--- src/rtl/wsn_pkg.sv ---
// Shared constants, FSM state type and FIFO entry layout for the wsn_rx radio receiver.
package wsn_pkg;

  localparam logic [7:0] SYNC_BYTE = 8'h2D;
  localparam logic [7:0] CRC_POLY  = 8'h07;
  localparam logic [7:0] CRC_INIT  = 8'h00;

  typedef enum logic [1:0] {
    ST_HUNT = 2'd0,
    ST_LEN  = 2'd1,
    ST_DATA = 2'd2,
    ST_CRC  = 2'd3
  } state_t;

  typedef struct packed {
    logic       last;
    logic [7:0] data;
  } rx_entry_t;

  // One MSB-first step of CRC-8
  function automatic logic [7:0] crc8_step(input logic [7:0] crc, input logic din);
    logic fb;
    fb = crc[7] ^ din;
    return {crc[6:0], 1'b0} ^ (fb ? CRC_POLY : 8'h00);
  endfunction

endpackage

--- src/rtl/wsn_rx_fifo.sv ---
// Synchronous payload FIFO with per-entry last flag and sticky overflow on dropped writes.
module wsn_rx_fifo
  import wsn_pkg::*;
#(
  parameter int unsigned FIFO_DEPTH = 16
) (
  input  logic      clk,
  input  logic      reset,
  input  logic      wr_en,
  input  rx_entry_t wr_data,
  input  logic      rd_ready,
  output logic      rd_valid,
  output rx_entry_t rd_data,
  output logic      overflow
);

  localparam int unsigned AW = (FIFO_DEPTH > 1) ? $clog2(FIFO_DEPTH) : 1;
  localparam int unsigned CW = AW + 1;

  rx_entry_t       mem [FIFO_DEPTH];
  logic [AW-1:0]   wr_ptr;
  logic [AW-1:0]   rd_ptr;
  logic [CW-1:0]   count;
  logic [CW-1:0]   count_n;
  logic            full;
  logic            rd_en;
  logic            wr_ok;

  assign full    = (count == CW'(FIFO_DEPTH));
  assign rd_en   = rd_valid & rd_ready;
  // A full FIFO still accepts a write when a read frees a slot the same cycle
  assign wr_ok   = wr_en & (~full | rd_en);
  assign count_n = count + CW'(wr_ok) - CW'(rd_en);
  assign rd_data = mem[rd_ptr];

  always_ff @(posedge clk) begin
    if (!reset) begin
      for (int i = 0; i < int'(FIFO_DEPTH); i++) mem[i] <= '0;
      wr_ptr   <= '0;
      rd_ptr   <= '0;
      count    <= '0;
      rd_valid <= 1'b0;
      overflow <= 1'b0;
    end else begin
      if (wr_ok) begin
        mem[wr_ptr] <= wr_data;
        wr_ptr      <= wr_ptr + AW'(1);
      end
      if (rd_en) rd_ptr <= rd_ptr + AW'(1);
      count    <= count_n;
      rd_valid <= (count_n != '0);
      overflow <= overflow | (wr_en & ~wr_ok);
    end
  end

endmodule

--- src/rtl/wsn_rx.sv ---
// Oversampling radio frame receiver: sync hunt, length check, payload FIFO.
// Define WSN_RX_CRC_EN to add the trailing CRC-8 byte and crc_err reporting.
module wsn_rx
  import wsn_pkg::*;
#(
  parameter int unsigned OVS        = 8,
  parameter int unsigned MAX_LEN    = 16,
  parameter int unsigned FIFO_DEPTH = 16
) (
  input  logic       clk,
  input  logic       reset,
  input  logic       antena,
  output logic [7:0] rx_data,
  output logic       rx_valid,
  input  logic       rx_ready,
  output logic       rx_last,
  output logic       frame_done,
  output logic       crc_err,
  output logic       len_err,
  output logic       overflow
);

  localparam int unsigned PW = $clog2(OVS);

  state_t      state, state_n;
  logic        sync1, sync2, sync_q;
  logic [PW-1:0] phase;
  logic [6:0]  shift;
  logic [7:0]  shift_n;
  logic [2:0]  bit_cnt;
  logic [7:0]  byte_cnt;
  logic [7:0]  cnt_n;
  logic [7:0]  len;
  logic        edge_det;
  logic        sample;
  logic        byte_done;
  logic        wr_en;
  logic        wr_last;
  logic        done_n;
  logic        lerr_n;
  rx_entry_t   wr_data;
  rx_entry_t   rd_data;
`ifdef WSN_RX_CRC_EN
  logic [7:0]  crc;
  logic        cerr_n;
`endif

  assign edge_det  = sync2 ^ sync_q;
  assign sample    = (phase == PW'(OVS / 2));
  assign shift_n   = {shift, sync2};
  assign byte_done = sample & (bit_cnt == 3'd7) & (state != ST_HUNT);
  assign cnt_n     = byte_cnt + 8'd1;
  assign wr_data   = '{last: wr_last, data: shift_n};

  // FSM state register
  always_ff @(posedge clk) begin
    if (!reset) state <= ST_HUNT;
    else        state <= state_n;
  end

  // Next state and per-byte strobes
  always_comb begin
    state_n = state;
    wr_en   = 1'b0;
    wr_last = 1'b0;
    done_n  = 1'b0;
    lerr_n  = 1'b0;
`ifdef WSN_RX_CRC_EN
    cerr_n  = 1'b0;
`endif
    unique case (state)
      ST_HUNT: if (sample && shift_n == SYNC_BYTE) state_n = ST_LEN;
      ST_LEN: begin
        if (byte_done) begin
          if (shift_n == 8'h00 || shift_n > 8'(MAX_LEN)) begin
            lerr_n  = 1'b1;
            state_n = ST_HUNT;
          end else begin
            state_n = ST_DATA;
          end
        end
      end
      ST_DATA: begin
        if (byte_done) begin
          wr_en = 1'b1;
          if (cnt_n == len) begin
            wr_last = 1'b1;
`ifdef WSN_RX_CRC_EN
            state_n = ST_CRC;
`else
            state_n = ST_HUNT;
            done_n  = 1'b1;
`endif
          end
        end
      end
      ST_CRC: begin
`ifdef WSN_RX_CRC_EN
        if (byte_done) begin
          done_n  = 1'b1;
          cerr_n  = (shift_n != crc);
          state_n = ST_HUNT;
        end
`else
        state_n = ST_HUNT;
`endif
      end
      default: state_n = ST_HUNT;
    endcase
  end

  // Synchronizer, bit recovery and frame datapath
  always_ff @(posedge clk) begin
    if (!reset) begin
      sync1      <= 1'b1;
      sync2      <= 1'b1;
      sync_q     <= 1'b1;
      phase      <= '0;
      shift      <= '0;
      bit_cnt    <= '0;
      byte_cnt   <= '0;
      len        <= '0;
      frame_done <= 1'b0;
      len_err    <= 1'b0;
    end else begin
      sync1  <= antena;
      sync2  <= sync1;
      sync_q <= sync2;
      if (edge_det)                  phase <= PW'(1);
      else if (phase == PW'(OVS - 1)) phase <= '0;
      else                           phase <= phase + PW'(1);
      if (sample) begin
        // Clearing on frame exit stops stale payload bits from aliasing a sync word
        if (state != ST_HUNT && state_n == ST_HUNT) shift <= '0;
        else                                        shift <= shift_n[6:0];
        bit_cnt <= (state == ST_HUNT) ? 3'd0 : bit_cnt + 3'd1;
      end
      if (state == ST_LEN) begin
        byte_cnt <= '0;
        if (byte_done) len <= shift_n;
      end else if (state == ST_DATA && byte_done) begin
        byte_cnt <= cnt_n;
      end
      frame_done <= done_n;
      len_err    <= lerr_n;
    end
  end

`ifdef WSN_RX_CRC_EN
  always_ff @(posedge clk) begin
    if (!reset) begin
      crc     <= CRC_INIT;
      crc_err <= 1'b0;
    end else begin
      if (sample) begin
        if (state == ST_HUNT)                        crc <= CRC_INIT;
        else if (state == ST_LEN || state == ST_DATA) crc <= crc8_step(crc, sync2);
      end
      crc_err <= cerr_n;
    end
  end
`else
  assign crc_err = 1'b0;
`endif

  wsn_rx_fifo #(.FIFO_DEPTH(FIFO_DEPTH)) u_fifo (
    .clk      (clk),
    .reset    (reset),
    .wr_en    (wr_en),
    .wr_data  (wr_data),
    .rd_ready (rx_ready),
    .rd_valid (rx_valid),
    .rd_data  (rd_data),
    .overflow (overflow)
  );

  assign rx_data = rd_data.data;
  assign rx_last = rd_data.last;

endmodule

--- config.mk ---
export PLATFORM = sky130hd
export DESIGN_NAME = wsn_rx
export DESIGN_NICKNAME = d
export VERILOG_FILES = /design/src/rtl/wsn_pkg.sv /design/src/rtl/wsn_rx_fifo.sv /design/src/rtl/wsn_rx.sv
export SDC_FILE = /design/constraint.sdc
export NUM_CORES = 1
export LEC_CHECK = 0
export CAP_MARGIN = 20
export CORE_MARGIN = 3
export CORE_UTILIZATION = 26
export DETAILED_ROUTE_END_ITERATION = 7
export GPL_ROUTABILITY_DRIVEN = 0
export PLACE_DENSITY = 0.46
export SYNTH_ARGS = -nofsm -noshare
export SYNTH_HDL_FRONTEND = slang
export SYNTH_SLANG_ARGS = --single-unit
--- constraint.sdc ---
create_clock -name clk -period 2.4 [get_ports clk]
set_clock_uncertainty 0.1 [all_clocks]
set_input_delay 0.48 -clock clk [delete_from_list [all_inputs] [get_ports clk]]
set_output_delay 0.48 -clock clk [all_outputs]
set_load 0.02 [all_outputs]
==> impl_results.md <==
* Core box area at 33870 µm²
* Fin crit share at 120.2%
* Post-synthesis cell area at 9024 µm²
* Final hold vios at 0
* Worst hold path class: flip-flop to flip-flop
* Pins Over Slew Limit at 0
* DP HPWL at 16690 µm
* CTS tree: built
* Vias in the first global route at 5828
* Post-synthesis register bit count at 199
* Warnings, synthesis at 0
* Area grow syn2layout at 29.30%
* Status: finished with violations
* Layout cells sized above 1 at 32.12%
* 1st-pass router iterations at 5
* Cell taking the most area after synthesis: edfxtp_1
* Fmax at 0.3465 GHz
* Failing checks: setup timing
* Reg-to-reg startpoint: bit_cnt[0]
* Crit end category: output pin
* CP Launch Type: flip-flop
* Clk slew on worst S/H paths at 0.07 ns
* H-tree levels at 4
* Die X at 192.3 µm
* Static Leak at 3.917 nW
* WL per Instance at 18.41 µm
* DRC at 0
* Site Rows at 67
* Final Non-Filler Cells at 1273
* Syn_area_per_cell at 12.64 µm²
* Worst vdd ir at 0.5393 mV
* Final setup margin at -0.4856 ns
* Detailed Route WL at 23440 µm
* Synth Flop Type: edfxtp_1
* Worst slew margin at 65.86%
* Clk sink count at 199
* Ports at 18
* Area contributors post-synth: edfxtp_1, dfxtp_1, mux4_2, nor2_1, and2_1
* Clock root buffer: clkbuf_16
* Sequential fraction of the synthesis area at 60.12%
* Hold Buf Count CTS at 0
* Final-stage net count at 834
* Critical path required time at 1.82 ns
* Terminus of the critical flop-to-flop path: u_fifo.mem[0][6]
* Cell Pwr Density at 718.6 nW/µm²
* Net Count, Synth at 736
* First-pass GRT wire length at 36070 µm
* Iter 0 DRT Violations at 436
* MaxCap Viol Count at 0
* Worst setup path class: flip-flop to output pin
* Total GRT Usage at 13.32%
* FILL cells at 3328
* CTS Buf Count at 17
* Final setup fails at 18
* Max Fanout on Critical Path at 5
* Die Area at 36980 µm²
* Gr ovfl total at 0
* Cells after Synth at 714
* Minimum clock period at 2.886 ns
* Cell with the most instances after synthesis: edfxtp_1
* CP arrival at 2.31 ns
* Initial core utilization at 26.64%
* R2r setup slk at -0.04 ns
* Vias/cell at 4.561
* Post-synth ARST share at 0%
* Worst skew pair latency at 0.44 ns
* Post-synth EDFFs at 144
* Initial antenna violation count at 0
* RSZ-0062 raised after global routing: yes
* Port Buffers at 16
* Post-synth top area share at 47.92%
* Pin count of the biggest net entering global routing at 21
* Inserted Diodes at 0
* CP endpoint: rx_data[3]
* Clock tree buffer depth at 2
* Routed Antenna Nets at 0
* Die H at 192.3 µm
* Pre-CTS setup slack at -0.4141 ns
* Worst r2r path cells at 9
* Least-Margin Pin Slew at 0.5074 ns
* DR vias at 5806
* Most frequent cells after synthesis: edfxtp_1, nor2_1, and2_1
* Unique masters post-synth at 55
* Placed insts at 1228
[stage by stage]
step | hold slack, ns | TNS (ns) | util [%] | total power [W] | area (µm²)
6_report | 0.3209 | -4.123 | 34.45 | 0.008384 | 11670
5_1_grt | 0.3456 | -6.365 | 34.45 | 0.008746 | 11670
4_1_cts | 0.3253 | -5.846 | 33.82 | 0.008464 | 11450
2_1_floorplan | 0.2863 | 0 | - | 0.004811 | 9045
3_3_place_gp | 0.3073 | -54.00 | 31.10 | 0.005278 | 10530
3_5_place_dp | 0.3070 | -57.60 | 31.10 | 0.005283 | 10530
[report_power, final]
part / switching (W) / internal (W) / leakage (nW)
registers: 0.000102 / 0.00386 / 1.82
clock network: 0.00136 / 0.00167 / 0.296
logic: 0.000623 / 0.000778 / 1.80
total: 0.00208 / 0.00630 / 3.92
[logic make-up (layout without fill, tap and decap cells)]
| family | count (synthesis) | count (layout) | share of synthesized area, % |
|---|---|---|---|
| AOI/OAI and AO/OA | 53 | 53 | 3.799 |
| xor gates and xnor gates | 27 | 27 | 2.621 |
| adders and majority gates | 18 | 18 | 2.579 |
| buffers and inverters | 67 | 177 | 3.050 |
| DFF | 199 | 199 | 60.12 |
| muxes | 46 | 46 | 11.34 |
| other | 1 | 1 | 0.04156 |
| and+or+nand+nor | 303 | 304 | 16.44 |
[sequential cells by signal, summed over array words and instances (netlist names), named ones only]
signal and count:
u_fifo.mem 144, byte_cnt 8, len 8, shift 7, u_fifo.count 5, u_fifo.rd_ptr 4, u_fifo.wr_ptr 4, bit_cnt 3
phase 3, state 2, frame_done 1, len_err 1, sync1 1, sync2 1, sync_q 1, u_fifo.overflow 1
u_fifo.rd_valid 1
[repair_timing]
action	4_1_cts	5_1_grt
setup endpoints to repair	90	240
setup buffers	7	5
cloned	4	0
gates resized for setup	87	56
pin swaps	3	20
[area by class of cell]
class	instances	area (µm²)	area share (%)
clock buffers	17	425.4	3.646
clock inverters	15	188.9	1.619
inverters	17	63.81	0.5469
multi-input cells	449	3654	31.31
flip-flops and latches	199	5435	46.58
well taps	448	560.5	4.804
repair buffers	128	1340	11.49
[cell usage in the layout (no fill, tap or decap), types with 5 or more instances in the layout]
master / instances
buf_4: 73
o31ai_1: 5
clkbuf_16: 17
nand3_4: 5
nor3_2: 10
or4_4: 5
a21oi_1: 18
clkinv_1: 6
nor2_1: 114
o21ai_0: 10
xor2_1: 13
edfxtp_1: 144
nand2b_1: 6
dfxtp_1: 49
nor3_1: 19
nand2_2: 10
nand3_1: 5
inv_1: 8
buf_6: 21
buf_12: 22
ha_1: 13
clkdlybuf4s50_1: 7
dfxtp_2: 5
and2_1: 57
xnor2_1: 14
mux4_2: 45
nand2_1: 31
[layer usage]
layer  share of wire (%)  global-route usage, %
met5                   0                      0
met4                 1.7                  3.867
met3                 3.1                  2.380
met2                  45                  20.15
met1                  50                  19.51
[critical path, stage by stage, from the launching register on]
cell     delay, ns
dfxtp_4       0.43
buf_12        0.15
buf_12        0.10
mux4_2        0.52
mux4_2        0.50
buf_6         0.15
[worst min path at each step]
stage | from | endpoint | slack (ns) | cells past startpoint
3_5_place_dp | sync1 | sync2 | 0.31 | 1
2_1_floorplan | sync1 | sync2 | 0.29 | 1
6_report | sync1 | sync2 | 0.32 | 1
4_1_cts | sync1 | sync2 | 0.33 | 1
3_3_place_gp | sync1 | sync2 | 0.31 | 1
5_1_grt | sync1 | sync2 | 0.35 | 1
Power figures use the tool's default switching activity.
